--- config.mk ---
export PLATFORM = sky130hd
export DESIGN_NAME = dac_feeder
export DESIGN_NICKNAME = d
export VERILOG_FILES = /design/src/rtl/dac_feeder.sv
export SDC_FILE = /design/constraint.sdc
export NUM_CORES = 1
export LEC_CHECK = 0
export BUFFER_PORTS_ARGS = -buffer_cell sky130_fd_sc_hd__buf_2
export CELL_PAD_IN_SITES_DETAIL_PLACEMENT = 1
export CELL_PAD_IN_SITES_GLOBAL_PLACEMENT = 2
export CORE_MARGIN = 2
export CORE_UTILIZATION = 25
export CTS_BUF_LIST = sky130_fd_sc_hd__clkbuf_4 sky130_fd_sc_hd__clkbuf_8 sky130_fd_sc_hd__clkbuf_16
export DETAILED_ROUTE_END_ITERATION = 8
export GPL_TIMING_DRIVEN = 0
export PLACE_DENSITY = 0.55
export SLEW_MARGIN = 20
export SYNTH_ARGS = -nofsm -noshare
export SYNTH_HDL_FRONTEND = slang
export SYNTH_SLANG_ARGS = --single-unit
--- constraint.sdc ---
create_clock -name clk -period 2.5 [get_ports clk]
set_input_delay 0.5 -clock clk [delete_from_list [all_inputs] [get_ports clk]]
set_output_delay 0.5 -clock clk [all_outputs]
set_load 0.02 [all_outputs]
--- src/rtl/dac_feeder.sv ---
// dac_feeder: PCM sample FIFO feeding an offset-binary sigma-delta DAC once per oversampled period.
// Define DAC_FEEDER_INTERP_EN to ramp linearly between samples instead of zero-order hold.
module dac_feeder #(
    parameter int unsigned DEPTH    = 4,
    parameter int unsigned DIV_LOG2 = 10
) (
    input  logic                   clk,
    input  logic                   rst_n,
    input  logic                   enable,
    input  logic [15:0]            s_data,
    input  logic                   s_valid,
    output logic                   s_ready,
    input  logic [3:0]             vol_shift,
    output logic [15:0]            dac_din,
    output logic                   sample_tick,
    output logic                   underrun,
    output logic [$clog2(DEPTH):0] level
);
    localparam int unsigned AW = $clog2(DEPTH);
    localparam int unsigned LW = AW + 1;
    localparam int unsigned CW = DIV_LOG2;

    logic [15:0]        mem_q [DEPTH];
    logic [AW-1:0]      wr_ptr_q, wr_ptr_d;
    logic [AW-1:0]      rd_ptr_q, rd_ptr_d;
    logic [LW-1:0]      level_q, level_d;
    logic               ready_q, ready_d;
    logic [CW-1:0]      cnt_q, cnt_d;
    logic               tick_q, tick_d;
    logic               underrun_q, underrun_d;
    logic signed [15:0] cur_q, cur_d;
    logic signed [15:0] prev_q, prev_d;
    logic [15:0]        dac_q, dac_d;
    logic               push, pop;
    logic signed [15:0] out_sample;
    logic signed [15:0] scaled;

    // FIFO bookkeeping, period counter and sample pipeline
    always_comb begin
        push       = s_valid && ready_q;
        pop        = tick_q && enable && (level_q != '0);
        wr_ptr_d   = push ? wr_ptr_q + AW'(1) : wr_ptr_q;
        rd_ptr_d   = pop ? rd_ptr_q + AW'(1) : rd_ptr_q;
        level_d    = level_q + LW'(push) - LW'(pop);
        ready_d    = (level_d != LW'(DEPTH));
        cnt_d      = enable ? cnt_q + CW'(1) : '0;
        tick_d     = enable && (cnt_d == {CW{1'b1}});
        // the tick cycle sees the occupancy that is being registered now
        underrun_d = tick_d && (level_d == '0);
        cur_d      = cur_q;
        prev_d     = prev_q;
        if (!enable) begin
            cur_d  = '0;
            prev_d = '0;
        end else if (tick_q) begin
            prev_d = cur_q;
            if (pop) begin
                cur_d = mem_q[rd_ptr_q];
            end
        end
    end

`ifdef DAC_FEEDER_INTERP_EN
    localparam int unsigned AccW = 17 + DIV_LOG2;

    logic signed [AccW-1:0] acc_q, acc_d;
    logic signed [16:0]     delta;

    // accumulator steps by (cur - prev) so it lands on cur in the last cycle of the period
    always_comb begin
        delta = $signed({cur_d[15], cur_d}) - $signed({prev_d[15], prev_d});
        acc_d = acc_q + AccW'(delta);
        if (!enable) begin
            acc_d = '0;
        end else if (tick_q) begin
            acc_d = (AccW'(prev_d) <<< DIV_LOG2) + AccW'(delta);
        end
        out_sample = 16'(acc_d >>> DIV_LOG2);
    end

    always_ff @(posedge clk or negedge rst_n) begin
        if (!rst_n) begin
            acc_q <= '0;
        end else begin
            acc_q <= acc_d;
        end
    end
`else
    always_comb begin
        out_sample = cur_d;
    end
`endif

    // volume attenuation and conversion to offset binary
    always_comb begin
        scaled = out_sample >>> vol_shift;
        dac_d  = {~scaled[15], scaled[14:0]};
    end

    always_ff @(posedge clk) begin
        if (push) begin
            mem_q[wr_ptr_q] <= s_data;
        end
    end

    always_ff @(posedge clk or negedge rst_n) begin
        if (!rst_n) begin
            wr_ptr_q   <= '0;
            rd_ptr_q   <= '0;
            level_q    <= '0;
            ready_q    <= 1'b0;
            cnt_q      <= '0;
            tick_q     <= 1'b0;
            underrun_q <= 1'b0;
            cur_q      <= '0;
            prev_q     <= '0;
            dac_q      <= 16'h8000;
        end else begin
            wr_ptr_q   <= wr_ptr_d;
            rd_ptr_q   <= rd_ptr_d;
            level_q    <= level_d;
            ready_q    <= ready_d;
            cnt_q      <= cnt_d;
            tick_q     <= tick_d;
            underrun_q <= underrun_d;
            cur_q      <= cur_d;
            prev_q     <= prev_d;
            dac_q      <= dac_d;
        end
    end

    assign s_ready     = ready_q;
    assign dac_din     = dac_q;
    assign sample_tick = tick_q;
    assign underrun    = underrun_q;
    assign level       = level_q;

endmodule

Word-level counts from Yosys, hierarchy flattened
Memory sizes are Yosys's and may differ from the RTL's.
Cells that the tools add are included.
{ "totals": {"ff_bits": 52, "latch_bits": 0, "ram_bits": 64, "mem_bits_ro": 0, "n_memories": 1} }
{ "classes": {"n_addsub": 5, "multipliers": 0, "div_mod_pow": 0, "magnitude_cmp": 0, "eq_ne": 2, "n_shift": 1, "muxes": 6, "bitwise": 1, "n_reduce_logical": 7} }
{ "memory_table": {"columns": ["memory", "words", "word_bits", "rd", "rd_ports_with_merged_regs", "write_ports", "line", "rtl"], "rows": [
  ["mem_q", 4, 16, 1, 0, 1, "23", "logic [15:0] mem_q [DEPTH];"]
]} }
{ "op_table": {"columns": ["op", "n"], "rows": [
  ["two-way mux 16 bit", 3],
  [">>> shifter 16 x 4 -> 16 bit", 1],
  ["adder 10 x 1 -> 10 bit (second input constant)", 1],
  ["== test 10 bit (second input constant)", 1],
  ["two-way mux 10 bit", 1],
  ["logical AND 1 bit", 5],
  ["adder 2 x 1 -> 2 bit (second input constant)", 2],
  ["adder 3 x 1 -> 3 bit", 1],
  ["zero test 3 bit", 1],
  ["!= test 3 bit (second input constant)", 1],
  ["nonzero test 3 bit", 1],
  ["subtractor 3 x 1 -> 3 bit", 1],
  ["two-way mux 1 bit", 2],
  ["NOT 1 bit", 1]
]} }

Depth between registers and ports, before layout
Gate-level depths: netlist of run 1.
{ "logic_depth": {"word_depth": 7, "ltp_mapped": 10, "depth_no_buf": 8} }

Worst setup path after synthesis of run 1
Ideal clock, no wire load.
{ "synth_timing": {"path_type": "register -> register", "start": "reg level_q[1], in the netlist level[1]", "end": "reg underrun_q, in the netlist underrun", "setup_ns": 0.125, "arrival_time_ns": 2.569, "setup_slack_ns": -0.194, "stages_incl_launch_ff": 11, "path_buffers": 2, "path_cell_list": "dfrtp_1 o311a_1 buf_6 buf_4 xnor2_1 ha_1 inv_1 fa_1 xnor2_1 xnor2_1 a2111oi_0"} }
{ "synth_via": {"elab_chain_len": 5, "elab_cells_between_ends": 6, "cone_classes": "add/sub (2); reduce/logical (4)"} }
{ "synth_lines": {"columns": ["item", "line", "rtl"], "rows": [
  ["start: declaration", "26", "logic [LW-1:0] level_q, level_d;"],
  ["start signal: assignment", "121", "level_q <= level_d;"],
  ["branches (longest 2 deep; another with adder 3 x 1 -> 3 bit)", null, null],
  ["subtractor 3 x 1 -> 3 bit (*)", "44", "level_d = level_q + LW'(push) - LW'(pop);"],
  ["via level_d[2]", "26", null],
  ["zero test 3 bit (*)", "49", "underrun_d = tick_d && (level_d == '0);"],
  ["logical AND 1 bit (*)", "49", null],
  ["via underrun_d", "30", "logic underrun_q, underrun_d;"],
  ["end signal: assignment", "125", "underrun_q <= underrun_d;"],
  ["end: declaration", "30", null]
]} }
Mark *: on every way through the listed nets, which the timed path passes.
A chain may end at the register's enable or synchronous reset.

Final worst setup path of run 1
{ "layout_timing": {"start": "reg level_q[2], in the netlist level[2]", "end": "reg underrun_q, in the netlist underrun"} }
Same word-level chain as after synthesis.

==> results of run 1 <==
worst max-delay path by stage:
stage | endpoint | slack, ps
2_1_floorplan | underrun$_DFF_PN0_ | -10
5_1_grt | underrun$_DFF_PN0_ | -90
3_3_place_gp | dac_din[0]$_DFF_PN0_ | -400
3_5_place_dp | dac_din[0]$_DFF_PN0_ | -370
4_1_cts | underrun$_DFF_PN0_ | -70
6_report | underrun$_DFF_PN0_ | 10
through the flow:
step | cell area [um^2] | cells
after floorplan | 5393 | 372
after global placement | 5952 | 690
after detailed placement | 5954 | 690
after CTS | 6665 | 730
after global routing | 6842 | 741
final | 6844 | 742
power by group:
| part | total (mW) | switching (mW) | internal (mW) |
|---|---|---|---|
| registers | 2.43 | 0.113 | 2.32 |
| clock network | 2.42 | 1.01 | 1.41 |
| logic | 0.962 | 0.551 | 0.410 |
sequential cells by signal (all words and copies together) (netlist names):
signal       count
rd_ptr_q         2
dac_din         16
s_ready          1
sample_tick      1
mem_q           64
cur_q           16
underrun         1
cnt_q           10
level            3
wr_ptr_q         2
cell usage after synthesis, types with 3 or more instances:
cell,n
buf_6,6
mux2i_1,5
ha_1,6
nor3_1,6
a22oi_1,4
clkbuf_1,3
o21ai_0,5
a221oi_1,5
mux4_2,14
edfxtp_1,64
nand2b_1,3
clkbuf_8,6
xnor2_1,13
dfrtp_1,51
and3_1,6
mux2_2,6
nand3_1,12
and2_1,15
buf_2,3
nand2_1,33
a21oi_1,11
a2bb2oi_1,3
nor2_1,17
mux4_1,6
a31oi_1,4
nand4_1,3
inv_1,10
metal layers:
metal  vias to the layer above  track usage [%]  part of all wire, %
met2                        73            20.50                   48
met4                         0            4.346                  1.2
met3                        13            3.879                  4.4
met5                         -                0                    0
met1                      1754            16.65                   46
li1                       1585                -                    -
logic make-up after synthesis:
group                      synth area share, %
muxes                                    11.52
adders and majority gates                1.769
buffers and inverters                    4.261
DFF                                      60.00
and+or+nand+nor                          9.756
xor gates and xnor gates                 2.282
AOI/OAI and AO/OA                        10.41
cell type report:
type	instances	area, um^2	share of cell area (%)
Inverter	12	47.55	0.6947
Timing Repair Buffer	63	371.6	5.430
Multi-Input combinational cell	225	2069	30.24
Clock inverter	15	156.4	2.285
Antenna cell	1	2.502	0.03656
Buffer	18	198.9	2.907
Clock buffer	17	425.4	6.216
Tap cell	275	344.1	5.027
Sequential cell	116	3228	47.17
cells in the final DEF, fill, tap and decap left out, drive strengths merged, types with 4 or more instances in the layout:
cell type / n
buf: 72
edfxtp: 64
dfrtp: 51
nand2: 33
clkbuf: 26
inv: 22
mux4: 20
nor2: 18
and2: 17
xnor2: 13
nand3: 12
a21oi: 12
mux2: 7
nor3: 6
and3: 6
o21ai: 6
ha: 6
a221oi: 6
mux2i: 6
a22oi: 5
a31oi: 4
a22o: 4
timing repair:
action,CTS,global route
pin swaps,9,13
resized for setup,15,19
gates cloned,0,0
buffers inserted,8,12
hold endpoints to repair,0,0
endpoints found under the setup margin,13,12
==> results.json, run 1 <==
{
  "hp-class": "input port to asynchronous set/reset pin",
  "power_density_nw_per_um2": 848.6,
  "routabilityCongestion": 0.8064,
  "grt_max_degree": 53,
  "clock_path_buffers": 2,
  "clock_latency_ps": 420,
  "wl_um": 13460,
  "finalHoldViolCount": 0,
  "cp_num_cells": 9,
  "cts_tree": "done",
  "ir_drop_mv": 0.4625,
  "synth_edf_count": 64,
  "cpMostUsedCell": "xnor2_2",
  "finalSetupViolCount": 0,
  "portBuffers": 43,
  "rr_startpoint": "level[2]$_DFF_PN0_",
  "grt_antenna_before_repair": 0,
  "ff2ff_setup_slack_ps": 10,
  "syn_inst": 372,
  "rsz0062_at_grt": "true",
  "synth_flop_cell": "edfxtp_1",
  "slew_headroom_pct": 38.17,
  "die_x_um": 150.6,
  "cts_inserted_buffers": 17,
  "hold_ws_ps": 122.4,
  "cts_hold_buf": 0,
  "die_h_um": 150.6,
  "min_period_ps": 2489,
  "cp_max_fo": 5,
  "grt_usage_pct": 12.85,
  "fin_crit_sh_pct": 99.57,
  "io_pins": 46,
  "arrival_ps": 2800,
  "outcome": "complete, no violations",
  "clock_skew_ps": 7.483,
  "critPathBufInv": 2,
  "tightest_slew_ps": 927.4,
  "start_kind": "flip-flop",
  "clockRootBuffer": "clkbuf_16",
  "crit_start": "level[2]$_DFF_PN0_",
  "synth_area_leaders": "edfxtp_1 (36%), dfrtp_1 (24%), mux4_2 (5.9%), mux4_1 (2.9%), nand2_1 (2.3%)",
  "core_area_um2": 21090,
  "yosysTopAreaCellShare_pct": 35.76,
  "utilization_pct": 32.46,
  "setup-tns-final_ps": 0,
  "vias": 3425,
  "power_mw": 5.808,
  "regToRegEndpoint": "underrun$_DFF_PN0_",
  "slew_viol_final": 0,
  "synth-seq-cells": 116,
  "drtIter0Drc": 126,
  "fin_nets": 484,
  "yosys.area.top_type": "edfxtp_1",
  "p_leak_nw": 2.707,
  "cts.sinks": 116,
  "grt_pass1_vias": 3657,
  "syn2layout_area_growth_pct": 27.36,
  "cts.clk_slew.worst_paths_ps": 60,
  "critPathSlowestCell": "dfrtp_2",
  "critical_path.max_stage_delay_ps": 450,
  "fp-row-count": 53,
  "synth_cell_types": 71,
  "cpLargestDelayFamily": "compound AO/OA/AOI/OAI gates",
  "critPathKind": "flip-flop to flip-flop",
  "crit_path_end_kind": "flip-flop",
  "timing.final.ws_setup_ps": 10.64,
  "ys_seq_area_share_pct": 60.00,
  "grt_overflow_total": 0,
  "synth.cell_area_um2": 5374,
  "drive_gt1_share_pct": 37.12,
  "ant_nets": 0,
  "hpwlAfterDp_um": 9239,
  "viasPerCell": 4.616,
  "async_flop_share_pct": 44.83,
  "crit_required_ps": 2810,
  "cap_violations": 0,
  "syn_area_per_cell_um2": 14.45,
  "reg2regPathDepth": 9,
  "syn_nets": 403,
  "routedWlPerCell_um": 18.14,
  "drtPass1Iterations": 4,
  "max_freq_mhz": 401.7,
  "grt_pass1_wl_um": 21280,
  "dieArea_um2": 22680,
  "dp_slack_ps": -368.2,
  "num-fill-cells": 2247,
  "drc": 0,
  "start_util_pct": 25.48,
  "htree_levels": 4,
  "yosys_warnings": 0,
  "path_cells": "o311a_4, buf_12, xnor2_4, ha_2, inv_2, fa_2, xnor2_2, xnor2_2, a2111oi_2"
}
(Power assumes the default switching activity.)
==> run 2, diff against run 1 <==
- GPL_TIMING_DRIVEN: 0 -> 1
- REMOVE_ABC_BUFFERS: unset -> 1
==> results.json, run 2 (synthesized netlist as in run 1, its figures left out) <==
{
  "outcome": "complete, no violations",
  "insertedDiodeCount": 0,
  "grt_overflow_total": 0,
  "power_density_nw_per_um2": 840.9,
  "cts.clk_slew.worst_paths_ps": 60,
  "globalRouteMet3Util_pct": 3.697,
  "cts_tree": "done",
  "start_util_pct": 25.48,
  "max_freq_mhz": 410.3,
  "critPathBufInv": 1,
  "crit_path_end_kind": "flip-flop",
  "layout_common_cells": "edfxtp_1 (64), dfrtp_1 (49), buf_2 (45), buf_4 (45), nand2_1 (33)",
  "core_area_um2": 21090,
  "cts.sinks": 116,
  "arrival_ps": 2730,
  "grt_use_met1_pct": 16.96,
  "power_mw": 5.723,
  "dp_slack_ps": -32.00,
  "routedWlPerCell_um": 18.10,
  "start_kind": "flip-flop",
  "path_cells": "buf_12, mux4_2, mux2_4, or2_0, o2111a_1, a2111oi_4, a221oi_2",
  "viasPerCell": 4.628,
  "fin_crit_sh_pct": 97.50,
  "cpLargestDelayFamily": "multiplexers",
  "critical_path.max_stage_delay_ps": 530,
  "grt_antenna_before_repair": 0,
  "clock_path_buffers": 2,
  "dpl.cell_count": 715,
  "min_period_ps": 2437,
  "top_usage_layer": "met2",
  "routabilityCongestion": 0.8115,
  "slew_headroom_pct": 68.09,
  "num-fill-cells": 2258,
  "syn2layout_area_growth_pct": 26.64,
  "drtIter0Drc": 160,
  "vias": 3485,
  "drive_gt1_share_pct": 35.98,
  "die_h_um": 150.6,
  "hp-class": "input port to asynchronous set/reset pin",
  "wl_um": 13630,
  "finalSetupViolCount": 0,
  "largest_reg_flops": 64,
  "layout.cells.most_common": "edfxtp_1",
  "p_leak_nw": 2.735,
  "grt_pass1_wl_um": 21910,
  "final_cells": 753,
  "fp-row-count": 53,
  "ant_nets": 0,
  "die_x_um": 150.6,
  "cap_violations": 0,
  "crit_required_ps": 2790,
  "grt_util_met2_pct": 20.70,
  "dieArea_um2": 22680,
  "cp_max_fo": 11,
  "critPathKind": "flip-flop to flip-flop",
  "hpwlAfterDp_um": 9925,
  "finalHoldViolCount": 0,
  "largest-register": "mem_q",
  "clock_latency_ps": 420,
  "tightest_slew_ps": 475.0,
  "grt_usage_pct": 13.03,
  "design_area_um2": 6805,
  "htree_levels": 4,
  "grt_pass1_vias": 3814,
  "grt_max_degree": 21,
  "rsz0062_at_grt": "true",
  "io_pins": 46,
  "drtPass1Iterations": 5,
  "cts_inserted_buffers": 17,
  "drc": 0,
  "critPathSlowestCell": "mux4_2",
  "timing.final.ws_setup_ps": 62.54,
  "portBuffers": 45,
  "ir_drop_mv": 0.4562,
  "slew_viol_final": 0,
  "place_area_um2": 6112,
  "fin_nets": 496,
  "clock_skew_ps": 7.818,
  "cts_hold_buf": 0,
  "clockRootBuffer": "clkbuf_16"
}
[run 2: cell count changes in the layout (fill, tap and decap cells not counted), sizes merged, moves of 2 or more]
cell | before | now
buf | 72 | 93
clkinv | 1 | 7
inv | 22 | 13
bufinv | 1 | 3
clkbuf | 26 | 17
[run 2: power by group]
part | switching [mW] | internal, mW | leakage, nW
logic | 0.482 | 0.321 | 1.18
clock network | 0.927 | 1.57 | 0.283
registers | 0.114 | 2.31 | 1.27
[run 2: per-stage QoR]
step / TNS (ps) / hold WS [ps] / util [%]
after detailed placement: -52.02 / 467.9 / 28.98
after global routing: -85.06 / 23.20 / 32.27
after global placement: 0 / 468.1 / 28.98
after CTS: 0 / 13.93 / 31.94
final: 0 / 14.37 / 32.27
after floorplan: -688.8 / 204.4 / -
[run 2: final timing paths]
check | start | endpoint | slack [ps] | cells past startpoint
min in group clk | s_data[13] | mem_q[0][13]$_DFFE_PP_ | 290 | 1
max in group asynchronous | rst_n | dac_din[15]$_DFF_PN1_ | 1790 | 2
setup / recovery | rd_ptr_q[0]$_DFFE_PN0P_ | dac_din[0]$_DFF_PN0_ | 60 | 7
hold / removal | rst_n | rd_ptr_q[1]$_DFFE_PN0P_ | 10 | 1
setup reg to reg | rd_ptr_q[0]$_DFFE_PN0P_ | dac_din[0]$_DFF_PN0_ | 60 | 7
hold reg to reg | cur_q[1]$_DFF_PN0_ | cur_q[1]$_DFF_PN0_ | 490 | 2
[run 2: repair_timing]
item | CTS | global route
endpoints found under the hold margin | 0 | 0
pin swaps | 1 | 2
gates resized for setup | 2 | 9
cloned | 0 | 0
setup buffers | 0 | 6
setup endpoints to repair | 4 | 10
[run 2: cell type report]
cell class	instances	area, um^2	share of cell area, %
inverter	12	45.04	0.6619
sequential	116	3227	47.42
clock inverter	15	181.4	2.666
multi-input combinational	225	1959	28.79
timing repair buffer	93	623.1	9.156
tap	275	344.1	5.056
clock buffer	17	425.4	6.251
[run 2: layer usage]
metal / up-vias / wire length (um)
met2: 63 / 6479
met1: 1797 / 6449
met5: - / 0
li1: 1608 / -
met4: 0 / 233
met3: 17 / 464
==> run 3, diff against run 2 <==
- ABC_AREA: unset -> 1
- PLACE_DENSITY: 0.55 -> 0.6
==> results.json, run 3 <==
{
  "routabilityCongestion": 0.7215,
  "die_x_um": 148.9,
  "syn_inst": 546,
  "hp-class": "input port to asynchronous set/reset pin",
  "io_pins": 46,
  "yosysTopAreaCellShare_pct": 36.62,
  "cts_inserted_buffers": 17,
  "arrival_ps": 2490,
  "synth.most_common_cell": "nand2_1",
  "htree_levels": 4,
  "power_density_nw_per_um2": 883.0,
  "die_h_um": 148.9,
  "finalHoldViolCount": 0,
  "cp_max_fo": 4,
  "ys_seq_area_share_pct": 61.43,
  "min_period_ps": 2158,
  "grt_usage_pct": 12.95,
  "start_util_pct": 25.21,
  "critPathBufInv": 1,
  "p_int_mw": 4.133,
  "seq_power_share_pct": 42.2,
  "drive_gt1_share_pct": 16.94,
  "num-fill-cells": 2401,
  "ant_nets": 0,
  "start_kind": "flip-flop",
  "vias": 3905,
  "largest_reg_flops": 64,
  "grt_pass1_wl_um": 21880,
  "cts_setup_buffers": 0,
  "core_area_um2": 20820,
  "power_frac_comb_pct": 12.8,
  "yosys.area.top_type": "edfxtp_1",
  "rr_startpoint": "level[1]$_DFF_PN0_",
  "fin_crit_sh_pct": 86.32,
  "cpMostUsedCell": "xnor2_1",
  "layout.cells.most_common": "nand2_1",
  "syn_area_per_cell_um2": 9.613,
  "fin_nets": 632,
  "synth_area_leaders": "edfxtp_1 (37%), dfrtp_1 (24%), nand3_1 (14%), nand2_1 (11%), inv_1 (3.1%)",
  "ctsResizeCount": 0,
  "rsz0062_at_grt": "false",
  "critical_path.max_stage_delay_ps": 440,
  "finalSetupViolCount": 0,
  "largest-register": "mem_q",
  "p_leak_nw": 3.006,
  "setup-tns-final_ps": 0,
  "yosys_warnings": 0,
  "syn2layout_area_growth_pct": 22.50,
  "grt_antenna_before_repair": 0,
  "wl_um": 13300,
  "drtPass1Iterations": 4,
  "outcome": "complete, no violations",
  "async_flop_share_pct": 44.83,
  "path_cells": "nor2_2, a21oi_4, xnor2_1, ha_1, inv_1, fa_1, xnor2_1, xnor2_1, nand3b_1, nor3_1",
  "insertedDiodeCount": 0,
  "swShare_pct": 27.20,
  "routedWlPerCell_um": 14.96,
  "synth.cell_area_um2": 5249,
  "tightest_slew_ps": 629.8,
  "p_clk_share_pct": 45.0,
  "critPathKind": "flip-flop to flip-flop",
  "grt_max_degree": 34,
  "max_freq_mhz": 463.4,
  "dieArea_um2": 22170,
  "synth_edf_count": 64,
  "synth_cell_types": 27,
  "hold_ws_ps": 92.38,
  "clock_path_buffers": 2,
  "cts_tree": "done",
  "synth_flop_cell": "edfxtp_1",
  "crit_path_end_kind": "flip-flop",
  "portBuffers": 45,
  "p_sw_mw": 1.544,
  "hpwlAfterDp_um": 9075,
  "clockRootBuffer": "clkbuf_16",
  "clock_skew_ps": 12.68,
  "ir_drop_mv": 0.4190,
  "synth-seq-cells": 116,
  "synth.cells.most_frequent": "nand2_1 (157), nand3_1 (152), edfxtp_1 (64), dfrtp_1 (51), inv_1 (43)",
  "cts.sinks": 116,
  "clock_latency_ps": 420,
  "layout_common_cells": "nand2_1 (157), nand3_1 (152), edfxtp_1 (64)",
  "drtIter0Drc": 181,
  "grt_pass1_vias": 4140,
  "grt_overflow_total": 0,
  "drc": 0,
  "slew_viol_final": 0,
  "crit_required_ps": 2840,
  "timing.final.ws_setup_ps": 342.0,
  "power_mw": 5.678,
  "cts_hold_buf": 0,
  "viasPerCell": 4.393,
  "cts.clk_slew.worst_paths_ps": 60,
  "slew_headroom_pct": 58.01,
  "fp-row-count": 53,
  "dp_slack_ps": 167.6,
  "cpLargestDelayFamily": "simple AND/OR/NAND/NOR gates",
  "cap_violations": 0,
  "critPathSlowestCell": "dfrtp_1",
  "crit_start": "level[1]$_DFF_PN0_"
}
==> run 3: worst reg2reg max path, delay by kind of cell (launching register included) <==
family	cells	cell delay [ps]
buffers and inverters	1	50
AOI/OAI and AO/OA	1	80
DFF	1	440
xor gates and xnor gates	3	440
adders and majority gates	2	540
and+or+nand+nor	3	540
==> run 3: layout make-up <==
cell class / count / area, um^2 / share of cell area, %
timing repair buffer: 60 / 350.3 / 5.449
inverter: 44 / 165.2 / 2.569
tap: 275 / 344.1 / 5.351
sequential: 116 / 3224 / 50.15
clock inverter: 15 / 193.9 / 3.016
clock buffer: 17 / 425.4 / 6.616
multi-input combinational: 362 / 1727 / 26.85
==> run 3: power by group through the flow <==
| stage | logic, mW | clock network [mW] | registers, mW |
|---|---|---|---|
| floorplan | 0.391 | 0 | 2.47 |
| global placement | 0.728 | 0 | 2.43 |
| detailed placement | 0.756 | 0 | 2.44 |
| CTS | 0.752 | 2.62 | 2.40 |
| global route | 0.826 | 2.71 | 2.42 |
| finish | 0.726 | 2.56 | 2.40 |
==> run 3: cell families (layout without fill, tap and decap cells) <==
group                    Yosys count  after routing  share of synthesized area (%)
adder cells (fa/ha/maj)            7              7                          1.812
flip-flops                       116            116                          61.43
AO/OA/AOI/OAI                      6              6                         0.8821
buffers and inverters             68            136                          5.673
AND/OR/NAND/NOR                  343            343                          29.20
XOR/XNOR                           6              6                          1.001
==> run 3: path summary, 6_finish.rpt <==
kind                                          end  slack [ps]  cells past startpoint
max                            underrun$_DFF_PN0_         340                     10
min                            cnt_q[0]$_DFF_PN0_          90                      1
max reg2reg                    underrun$_DFF_PN0_         340                     10
min reg2reg                    cur_q[0]$_DFF_PN0_         520                      2
max in group asynchronous      cur_q[8]$_DFF_PN0_        1830                      2
min in group clk           mem_q[0][14]$_DFFE_PP_         290                      1
==> run 3: per-layer routing <==
metal  up-vias  track usage, %  share of wire [%]
met5         -               0                  0
met4         0           5.190                1.4
met3        13           2.936                2.9
met2        60           21.34                 47
met1      1889           16.52                 49
li1       1943               -                  -
==> run 3: through the flow <==
stage               instance area (um^2)  utilization [%]  std cells
CTS                                 6430            30.88        889
detailed placement                  5811            27.91        857
global route                        6430            30.88        889
floorplan                           5116                -        522
global placement                    5811            27.91        857
finish                              6430            30.88        889
